==> src/rtl/mem_wait_ctrl.sv <==
// mem_wait_ctrl: sits between the Core data port and a synchronous RAM.
// It latches one Core request and inserts READ_WAIT or WRITE_WAIT idle
// cycles. It then issues the request to RAM exactly once and, for reads,
// captures the RAM data the following cycle. The Core stays stalled from
// acceptance until the DONE cycle.
module mem_wait_ctrl #(
    parameter int READ_WAIT  = 2,
    parameter int WRITE_WAIT = 1,
    parameter int CNT_W      = 4
) (
    input  logic        clk,
    input  logic        rst,
    input  logic        cpu_en,
    input  logic [3:0]  cpu_write_en,
    input  logic [31:0] cpu_addr,
    input  logic [31:0] cpu_write_data,
    output logic [31:0] cpu_read_data,
    output logic        stall,
    output logic        mem_en,
    output logic [3:0]  mem_write_en,
    output logic [31:0] mem_addr,
    output logic [31:0] mem_write_data,
    input  logic [31:0] mem_read_data
);

    typedef enum logic [2:0] {
        S_IDLE,
        S_WAIT,
        S_ISSUE,
        S_CAPTURE,
        S_DONE
    } state_t;

    localparam logic [CNT_W-1:0] RD_CNT  = CNT_W'(READ_WAIT);
    localparam logic [CNT_W-1:0] WR_CNT  = CNT_W'(WRITE_WAIT);
    localparam logic [CNT_W-1:0] CNT_ONE = CNT_W'(1);

    state_t            state_q, state_d;
    logic [CNT_W-1:0]  cnt_q, cnt_d;
    logic [31:0]       addr_q, addr_d;
    logic [31:0]       wdata_q, wdata_d;
    logic [3:0]        we_q, we_d;
    logic [31:0]       rdata_q, rdata_d;
    logic [CNT_W-1:0]  wait_load;
    logic              stall_c;

    // State and request registers; reset clears everything so a write cut
    // short by reset can never reach RAM.
    always_ff @(posedge clk or posedge rst) begin
        if (rst) begin
            state_q <= S_IDLE;
            cnt_q   <= '0;
            addr_q  <= '0;
            wdata_q <= '0;
            we_q    <= '0;
            rdata_q <= '0;
        end else begin
            state_q <= state_d;
            cnt_q   <= cnt_d;
            addr_q  <= addr_d;
            wdata_q <= wdata_d;
            we_q    <= we_d;
            rdata_q <= rdata_d;
        end
    end

    // Next-state, request latching and RAM strobe generation.
    always_comb begin
        state_d      = state_q;
        cnt_d        = cnt_q;
        addr_d       = addr_q;
        wdata_d      = wdata_q;
        we_d         = we_q;
        rdata_d      = rdata_q;
        stall_c      = 1'b0;
        mem_en       = 1'b0;
        mem_write_en = 4'b0000;
        wait_load    = (cpu_write_en != 4'b0000) ? WR_CNT : RD_CNT;

        case (state_q)
            S_IDLE: begin
                // The Core must see the stall in the same cycle it asserts
                // the request, so this path is combinational from cpu_en.
                stall_c = cpu_en;
                if (cpu_en) begin
                    addr_d  = cpu_addr;
                    wdata_d = cpu_write_data;
                    we_d    = cpu_write_en;
                    cnt_d   = wait_load;
                    state_d = (wait_load != '0) ? S_WAIT : S_ISSUE;
                end
            end
            S_WAIT: begin
                stall_c = 1'b1;
                cnt_d   = cnt_q - CNT_ONE;
                // A count of 1 is the last wait cycle; <= guards an
                // unreachable zero so the FSM can never lock up here.
                if (cnt_q <= CNT_ONE) begin
                    state_d = S_ISSUE;
                end
            end
            S_ISSUE: begin
                stall_c      = 1'b1;
                mem_en       = 1'b1;
                mem_write_en = we_q;
                state_d      = (we_q != 4'b0000) ? S_DONE : S_CAPTURE;
            end
            S_CAPTURE: begin
                // RAM read data is valid one cycle after the issue edge.
                stall_c = 1'b1;
                rdata_d = mem_read_data;
                state_d = S_DONE;
            end
            S_DONE: begin
                // Core advances at this edge; its still-held request is
                // deliberately not looked at here.
                state_d = S_IDLE;
            end
            default: begin
                state_d = S_IDLE;
            end
        endcase
    end

    // Reset forces IDLE asynchronously, but IDLE stall follows cpu_en, so
    // reset must also mask it for stall to drop without a clock edge.
    assign stall          = stall_c & ~rst;
    assign mem_addr       = addr_q;
    assign mem_write_data = wdata_q;
    assign cpu_read_data  = rdata_q;

endmodule

==> config.mk <==
export PLATFORM = sky130hd
export DESIGN_NAME = mem_wait_ctrl
export DESIGN_NICKNAME = d
export VERILOG_FILES = /design/src/rtl/mem_wait_ctrl.sv
export SDC_FILE = /design/constraint.sdc
export NUM_CORES = 1
export LEC_CHECK = 0
export CORE_ASPECT_RATIO = 1.1
export CORE_MARGIN = 2
export CORE_UTILIZATION = 40
export DETAILED_ROUTE_END_ITERATION = 8
export PLACE_DENSITY = 0.79
export SLEW_MARGIN = 20
export SYNTH_ARGS = -nofsm -noshare
export SYNTH_HDL_FRONTEND = slang
export SYNTH_SLANG_ARGS = --single-unit
==> constraint.sdc <==
create_clock -name clk -period 5 [get_ports clk]
set_input_delay 1.5 -clock clk [delete_from_list [all_inputs] [get_ports clk]]
set_output_delay 1.5 -clock clk [all_outputs]
set_load 0.03 [all_outputs]
; After elaboration in Yosys (flattened, before gate mapping)
; Cells that the tools add are included.
[word_totals]
word_cells = 35
register_bits = 107
[classes]
n_reduce_logical = 9
bitwise = 2
muxes = 11
n_addsub = 1
magnitude_cmp = 1
eq_ne = 5
[ops]
columns = operator, count
row1 = 3-bit one-hot mux with 4 select lines, 1
row2 = 4-bit nonzero test, 3
row3 = 3-bit two-way mux, 3
row4 = 4-bit two-way mux, 2
row5 = 4-bit one-hot mux with 2 select lines, 1
row6 = 3-bit by 2-bit equality test with 1-bit output (second input constant), 2
row7 = 2-bit AND reduction, 3
row8 = 4-bit by 1-bit less-or-equal comparator with 1-bit output (second input constant), 1
row9 = 2-bit two-way mux, 2
row10 = 2-bit != test (second input constant), 2
row11 = 4-bit by 1-bit subtractor with 4-bit output (second input constant), 1
row12 = 3-bit by 1-bit equality test with 1-bit output (second input constant), 1
row13 = 3-bit logical NOT, 1
row14 = 3-bit OR reduction, 1
row15 = 1-bit one-hot mux with 2 select lines, 1
row16 = 2-bit nonzero test, 1
row17 = 1-bit AND, 1
row18 = 1-bit two-way mux, 1
row19 = 1-bit inverter, 1

; Logic depth before layout (Yosys ltp)
; Gate-level depths: netlist (run 1).
[logic_depth]
depth_word = 6
depth_mapped = 6

; Worst setup path before layout (run 1)
; Ideal clock, no wire load.
[synth_path]
path_kind = input-to-output
start = in cpu_en
end = out stall
path_buffers = 0
stages = 2
t_required_ns = 3.500
arrival_ns = 2.192
slack_ns = 1.308
cell_sequence = nor3_1 -> nor3_1
[synth_between]
elab_chain_len = 2
[synth_rtl]
columns = element, line_no
row1 = start: declaration, 13  ; input logic cpu_en,
row2 = 1-bit one-hot mux with 2 select lines, 80  ; case (state_q)
row3 = 1-bit AND, 127  ; assign stall = stall_c & ~rst;
row4 = end: declaration, 18  ; output logic stall,
; Every way passes these cells.

; Worst setup path in the final report (run 1)
; Same ends and word-level chain as after synthesis.

==> metrics.txt, run 1 <==
Final Critical Period 4.47 ns; GRT Total Usage 17.6%; worst skew pair latency 0.33 ns; DR iter-0 viols 56; initial core utilization 40.6%; vias per cell 4.72; EDFF count, synth 0; Final Cell Area 0.00665 sq mm; Yosys top cell area share 64.1%; register area share after synthesis 64.1%; clock-pin slew on the worst setup and hold paths 0.07 ns; Die ar. 0.0113 sq mm; Num CTS Buffers 9; Max Buffers Root-to-Sink 2; max_cap viols 0; CP Data Arrival Time 2.97 ns; crit share post-route 89.5%; Placed Instance Area 0.00635 sq mm; final wirelength 9770 microns; ys flop type dfrtp_1; Avg Cell Area, Syn 16.0 sq um; Post-route DRC 0; fin util 64.6%; largest net degree at the start of global routing 93; Pre-Repair DR Iteration Count 4; YS warnings 0; Leak Pwr 2.71 nW; Overflow after GRT 0; hold_buf cts 0; H-tree Lvls 3; final setup fails 0; hold crit path type reg -> reg; Die Wd 101 microns; Worst-Margin Slew 0.808 ns; Routed Antenna Nets 0; PortBufs 204; post_cts resized 0; Max VDD drop 0.000380 V; endpoints failing hold 0; Clock Tree Root clkbuf_16; routed via count 2,907; core region area 0.0103 sq mm; gpl congestion 0.735; total power 4.74 mW; initial antenna violation count 0; Final nets 573; Worst Skew 0.00596 ns; Startpoint Class input pin; Layout area overhead 59.1%; Achievable Freq 224 MHz; Final TNS setup 0 ns; synthesized flop and latch total 107; layout filler cell count 798; share of layout cells above drive strength 1 22.2%; Ports 205; die height 111 microns; worst endpoint required time 3.50 ns; CTS Sinks 107; Max-Slew Margin vs Limit 46.2%; leading area contributor after synthesis dfrtp_1; Power Dens Cells 713 mW/mm^2; hold slack 0.489 ns; top post-synthesis cells by area dfrtp_1, mux2_2, mux2_1; Setup Buffers After CTS 0; # rows 39; Post-Layout Cell Count 616; Post-Syn Nets 367; Commonest cells post-synth dfrtp_1, mux2_2, mux2_1, nor3_1; status completed; Netlist Area Pre-Place 0.00418 sq mm; Avg WL per Cell 15.9 microns; synth unique cells 27; first-pass GRT wire length 15,500 microns; Max Slew Vio Count 0; CTS tree yes; RSZ-0062 raised after global routing false; cell with the most instances after synthesis dfrtp_1; CP Max Fanout 5; CP Capture Type output pin; n_diodes 0; vias in the first global route 3,220; CP Class in -> out; DP HPWL 7350 microns; FFs w/ async S/R, synth 100%; placed cell count 600; worst slack at placement 0.526 ns; setup ws final 0.527 ns; Mapped Cells 262
-- final timing paths --
check | cells past startpoint | slack, ns | from | end
max in group asynchronous | 3 | 2.59 | rst | mem_addr[30]
min | 1 | 0.49 | mem_write_data[9] | mem_write_data[9]
min in group asynchronous | 2 | 1.74 | rst | mem_addr[26]
max | 4 | 0.53 | cpu_en | stall
max reg2reg | 4 | 2.95 | state_q[2] | mem_addr[24]
min reg2reg | 1 | 0.49 | mem_write_data[9] | mem_write_data[9]
-- cells in the final DEF (no fill, tap or decap), types with 2 or more instances in the layout --
master / netlist / routed
buf_4: 4 / 3
ha_1: 2 / 2
clkdlybuf4s50_1: 0 / 204
a22o_1: 2 / 2
nand3b_1: 2 / 2
dfrtp_1: 107 / 107
mux2_1: 19 / 19
o21ai_0: 3 / 3
clkbuf_16: 0 / 9
inv_1: 3 / 2
nor3_1: 6 / 6
nand3_1: 2 / 2
clkinvlp_4: 0 / 3
nor2_1: 5 / 5
and2_1: 4 / 4
mux2_2: 83 / 83
-- cell type report --
type | count | area [sq um] | share of cell area [%]
Clock buffer | 10 | 229 | 3.44
Clock inverter | 6 | 66.3 | 0.997
Inverter | 3 | 16.3 | 0.245
Multi-Input combinational cell | 139 | 1400 | 21.0
Sequential cell | 107 | 2680 | 40.3
Tap cell | 143 | 179 | 2.69
Timing Repair Buffer | 208 | 2080 | 31.3
-- power breakdown --
group	switching, mW	total [mW]	internal (mW)
registers	0.243	1.55	1.31
logic	1.31	2.50	1.19
clock network	0.298	0.686	0.388
-- cell families (layout without fill, tap and decap cells) --
kind of cell,count (synthesis),after routing,synth area share (%)
flip-flops,107,107,64.1
AO/OA/AOI/OAI,10,10,1.68
buffers and inverters,16,227,2.48
adder cells (fa/ha/maj),2,2,0.599
multiplexers,102,102,27.5
AND/OR/NAND/NOR,25,25,3.71
-- state kept, by name, summed over array words and instances (netlist names) --
name,cells
state_q,3
mem_write_data,32
mem_addr,32
cpu_read_data,32
cnt_q,4
we_q,4
-- layer usage --
layer | track usage, % | vias up | part of all wire (%)
met3 | 5.30 | 18 | 8.2
li1 | - | 1333 | -
met4 | 7.66 | 0 | 2.4
met5 | 0 | - | 0
met1 | 18.2 | 1428 | 36
met2 | 32.1 | 128 | 53
-- critical path, stage by stage --
cell,delay [ns]
clkdlybuf4s50_1,0.54
nor3_1,0.06
nor3_1,0.16
clkdlybuf4s50_1,0.71
Note: power is estimated with default switching activity, not from simulation.
==> inputs of run 2 (changes only) <==
--- a/config.mk
+++ b/config.mk
@@ -10,6 +10,8 @@
 export CORE_UTILIZATION = 40
 export DETAILED_ROUTE_END_ITERATION = 8
 export PLACE_DENSITY = 0.79
+export SETUP_SLACK_MARGIN = 0.5
+export SKIP_CTS_REPAIR_TIMING = 1
 export SLEW_MARGIN = 20
 export SYNTH_ARGS = -nofsm -noshare
 export SYNTH_HDL_FRONTEND = slang
==> metrics.txt, run 2 (synthesis results as in run 1) <==
Final Critical Period 4.08 ns (-0.395 ns); final wirelength 9770 microns (about the same); CP Max Fanout 5 (unchanged); crit share post-route 81.6% (-7.9 points); vias in the first global route 3,220 (unchanged); Num CTS Buffers 9 (unchanged); Avg WL per Cell 15.9 microns (about the same); Storage cell area 0.00268 sq mm (unchanged); DR iter-0 viols 56 (unchanged); first-pass GRT wire length 15,500 microns (unchanged); Leak Pwr 2.73 nW (+0.44%); Worst-Margin Slew 0.808 ns (unchanged); Max Slew Vio Count 0 (unchanged); Startpoint Class input pin; CP Capture Type output pin; commonest cells after routing, fill and taps aside clkdlybuf4s50_1, dfrtp_1, mux2_2; Achievable Freq 245 MHz (+9.7%); Routed Antenna Nets 0 (unchanged); Pre-Repair DR Iteration Count 4 (unchanged); Layout area overhead 59.2% (about the same); Ports 205 (unchanged); Max VDD drop 0.000380 V (about the same); Clock Tree Root clkbuf_16; initial antenna violation count 0 (unchanged); max_cap viols 0 (unchanged); CP Class in -> out; CTS tree yes; share of layout cells above drive strength 1 22.2% (unchanged); largest net degree at the start of global routing 93 (unchanged); CTS Sinks 107 (unchanged); H-tree Lvls 3 (unchanged); clock-pin slew on the worst setup and hold paths 0.07 ns (about the same); RSZ-0062 raised after global routing false; GRT Total Usage 17.6% (unchanged); Post-Layout Cell Count 616 (unchanged); worst endpoint required time 3.50 ns (about the same); fin util 64.6% (about the same); status completed; initial core utilization 40.6% (unchanged); Worst Skew 0.00596 ns (unchanged); footprint of the multi-input gates 0.00140 sq mm (unchanged); routed via count 2,910 (+0.10%); total power 4.74 mW (about the same); Die Wd 101 microns (unchanged); Post-route DRC 0 (unchanged); setup ws final 0.922 ns (+0.395 ns); gpl congestion 0.735 (unchanged); n_diodes 0 (unchanged); worst slack at placement 0.526 ns (unchanged); core region area 0.0103 sq mm (unchanged); Die ar. 0.0113 sq mm (unchanged); DP HPWL 7350 microns (unchanged); hold crit path type reg -> reg; Power Dens Cells 713 mW/mm^2 (about the same); placed cell count 600 (unchanged); commonest non-fill, non-tap cell in the layout clkdlybuf4s50_1; Overflow after GRT 0 (unchanged); Max-Slew Margin vs Limit 46.2% (unchanged); endpoints failing hold 0 (unchanged); CP Data Arrival Time 2.58 ns (-0.39 ns); # rows 39 (unchanged); worst skew pair latency 0.33 ns (about the same); Final TNS setup 0 ns (unchanged); final setup fails 0 (unchanged); die height 111 microns (unchanged); layout filler cell count 798 (unchanged); Max Buffers Root-to-Sink 2 (unchanged); vias per cell 4.72 (+0.10%); Final nets 573 (unchanged); PortBufs 204 (unchanged)
run 2: changes by cell type in the layout (fill, tap and decap cells not counted), sizes merged:
cell	previous run	this run
dlymetal6s2s	0	1
clkdlybuf4s50	204	203
run 2: worst max-delay path, cell delays in order:
cell and delay (ns):
clkdlybuf4s50_1 0.54, nor3_1 0.06, nor3_1 0.14, dlymetal6s2s_1 0.32
run 2: metrics by stage:
stage | hold WS (ns) | instance area, sq um
3_5_place_dp | 0.479 | 6350
2_1_floorplan | 0.473 | 4180
4_1_cts | 0.490 | 6650
5_1_grt | 0.512 | 6650
6_report | 0.489 | 6650
3_3_place_gp | 0.468 | 6350
run 2: cell type report:
type	count	share of cell area [%]
Clock inverter	6	0.997
Multi-Input combinational cell	139	21.0
Sequential cell	107	40.2
Clock buffer	10	3.44
Tap cell	143	2.69
Timing Repair Buffer	208	31.4
Inverter	3	0.244
run 2: final timing paths:
| check | cells after the start | endpoint | slack, ns | from |
|---|---|---|---|---|
| hold / removal | 1 | mem_write_data[9] | 0.49 | mem_write_data[9] |
| max in group asynchronous | 3 | mem_addr[30] | 2.59 | rst |
| setup / recovery | 4 | stall | 0.92 | cpu_en |
| setup reg to reg | 4 | mem_addr[24] | 2.95 | state_q[2] |
| min in group asynchronous | 2 | mem_addr[26] | 1.74 | rst |
| hold reg to reg | 1 | mem_write_data[9] | 0.49 | mem_write_data[9] |
run 2: routing by layer:
metal	part of all wire (%)	GRT usage, %	vias up
li1	-	-	1333
met4	2.4	7.66	0
met3	8.2	5.30	18
met5	0	0	-
met2	53	32.1	128
met1	36	18.2	1431
run 2: where the power goes:
part / switching [mW] / internal (mW) / leakage, nW / total [mW]
sequential: 0.243 / 1.31 / 1.26 / 1.55
clock: 0.298 / 0.388 / 0.135 / 0.686
combinational: 1.31 / 1.19 / 1.33 / 2.50
total: 1.85 / 2.89 / 2.73 / 4.74
==> inputs of run 3 (changes only) <==
--- a/config.mk
+++ b/config.mk
@@ -7,9 +7,9 @@
 export LEC_CHECK = 0
 export CORE_ASPECT_RATIO = 1.1
 export CORE_MARGIN = 2
-export CORE_UTILIZATION = 40
+export CORE_UTILIZATION = 36
 export DETAILED_ROUTE_END_ITERATION = 8
-export PLACE_DENSITY = 0.79
+export PLACE_DENSITY = 0.76
 export SETUP_SLACK_MARGIN = 0.5
 export SKIP_CTS_REPAIR_TIMING = 1
 export SLEW_MARGIN = 20
==> constraint.sdc (replaced) <==
create_clock -name clk -period 3.7 [get_ports clk]
set_input_delay 1.11 -clock clk [delete_from_list [all_inputs] [get_ports clk]]
set_output_delay 1.11 -clock clk [all_outputs]
set_load 0.03 [all_outputs]
==> metrics.txt, run 3 (synthesis results as in run 1) <==
status completed; CP max stage cell clkdlybuf4s50_1; worst slack at placement 0.0875 ns (-0.438 ns); largest net degree at the start of global routing 108 (+16%); Max Slew Vio Count 0 (unchanged); Final Critical Period 3.24 ns; Die ar. 0.0125 sq mm (+11%); crit-path cells clkdlybuf4s50_1, nor3_1, nor3_1, dlymetal6s2s_1; commonest cells after routing, fill and taps aside clkdlybuf4s50_1, dfrtp_1, mux2_2; Routed Antenna Nets 0 (unchanged); DR iter-0 viols 83 (+48%); Startpoint Class input pin; CTS tree yes; vias per cell 4.62 (-2.3%); CP Data Arrival Time 2.13 ns (-0.45 ns); Final TNS setup 0 ns (unchanged); final wirelength 9920 microns (+1.6%); core region area 0.0114 sq mm (+11%); Leak Pwr 2.81 nW (+2.9%); crit share post-route 87.6%; slowest stage delay, CP 0.49 ns (-0.05 ns); most frequent CP cell nor3_1; Overflow after GRT 0 (unchanged); DP HPWL 7220 microns (-1.8%); Clock Tree Root clkbuf_16; Max Buffers Root-to-Sink 2 (unchanged); Layout area overhead 59.7%; Storage cell area 0.00268 sq mm (unchanged); final setup fails 0 (unchanged); Worst Skew 0.00684 ns (+0.000875 ns); worst endpoint required time 2.59 ns (-0.91 ns); Avg WL per Cell 15.9 microns (+0.26%); CTS Sinks 107 (unchanged); Max VDD drop 0.000449 V (+18%); RSZ-0062 raised after global routing true; n_diodes 0 (unchanged); routed via count 2,881 (-1.0%); Critical path buffers and inverters 2 (unchanged); share of layout cells above drive strength 1 22.4% (+0.16 points); CP Max Fanout 2 (-3); initial antenna violation count 0 (unchanged); H-tree Lvls 3 (unchanged); # rows 41 (+5.1%); initial core utilization 36.7% (-3.9 points); Num CTS Buffers 9 (unchanged); layout filler cell count 956 (+20%); Pre-Repair DR Iteration Count 4 (unchanged); Die Wd 107 microns (+5.2%); endpoints failing hold 0 (unchanged); Power Dens Cells 960 mW/mm^2 (+35%); footprint of the multi-input gates 0.00140 sq mm (unchanged); Worst-Margin Slew 0.549 ns (-0.258 ns); Achievable Freq 309 MHz; CP Capture Type output pin; GRT Total Usage 15.5% (-2.1 points); CP Class in -> out; vias in the first global route 3,021 (-6.2%); worst skew pair latency 0.34 ns (about the same); commonest non-fill, non-tap cell in the layout clkdlybuf4s50_1; clock-pin slew on the worst setup and hold paths 0.06 ns (about the same); top cell family by delay on the critical path buffers and inverters; PortBufs 204 (unchanged); gpl congestion 0.723 (-1.6%); Ports 205 (unchanged); hold crit path type reg -> reg; first-pass GRT wire length 15,000 microns (-2.8%); die height 117 microns (+5.2%); Final nets 575 (+0.35%); reg2reg setup slack 1.73 ns (-1.22 ns); Max-Slew Margin vs Limit 63.4% (+17 points); max_cap viols 0 (unchanged); setup ws final 0.459 ns (-0.463 ns); Post-route DRC 0 (unchanged)
==> run 3: layer usage <==
layer	vias to the layer above	part of all wire (%)	GRT usage, %
met1	1402	40	17.8
met3	14	6.9	3.49
met2	118	52	28.0
met4	0	1.8	6.93
met5	-	0	0
li1	1347	-	-
==> run 3: worst reg2reg max path: cells and delay by family (launching register included) <==
family,cells,cell delay (ns)
flops,1,0.48
simple gates,2,0.52
mux,1,0.41
buf+inv,1,0.44
==> run 3: power by group <==
group          switching (mW)  internal (mW)
clock                   0.414          0.519
combinational            1.76           1.61
sequential              0.334           1.77
==> run 3: worst paths after layout <==
path | startpoint | depth (start not counted) | endpoint
max | cpu_en | 4 | stall
min | mem_write_data[13] | 1 | mem_write_data[13]
max reg2reg | state_q[2] | 4 | mem_addr[9]
min reg2reg | mem_write_data[13] | 1 | mem_write_data[13]
max in group asynchronous | rst | 4 | mem_addr[15]
min in group asynchronous | rst | 4 | cpu_read_data[12]
==> run 3: layout make-up <==
type,count,area share (%)
multi-input cells,139,21.0
repair buffers,210,31.6
clock inverters,5,0.825
inverters,3,0.225
well taps,150,2.81
clock buffers,10,3.43
flip-flops and latches,107,40.1
==> run 3: stage by stage <==
step | power (mW) | hold slack (ns) | utilization, % | instance area (sq um) | instances
2_1_floorplan | 4.10 | 0.473 | - | 4180 | 262
3_3_place_gp | 5.44 | 0.467 | 56.0 | 6380 | 609
3_5_place_dp | 5.54 | 0.474 | 56.0 | 6380 | 609
4_1_cts | 6.49 | 0.489 | 58.5 | 6660 | 624
5_1_grt | 6.75 | 0.500 | 58.6 | 6680 | 624
6_report | 6.41 | 0.486 | 58.6 | 6680 | 624
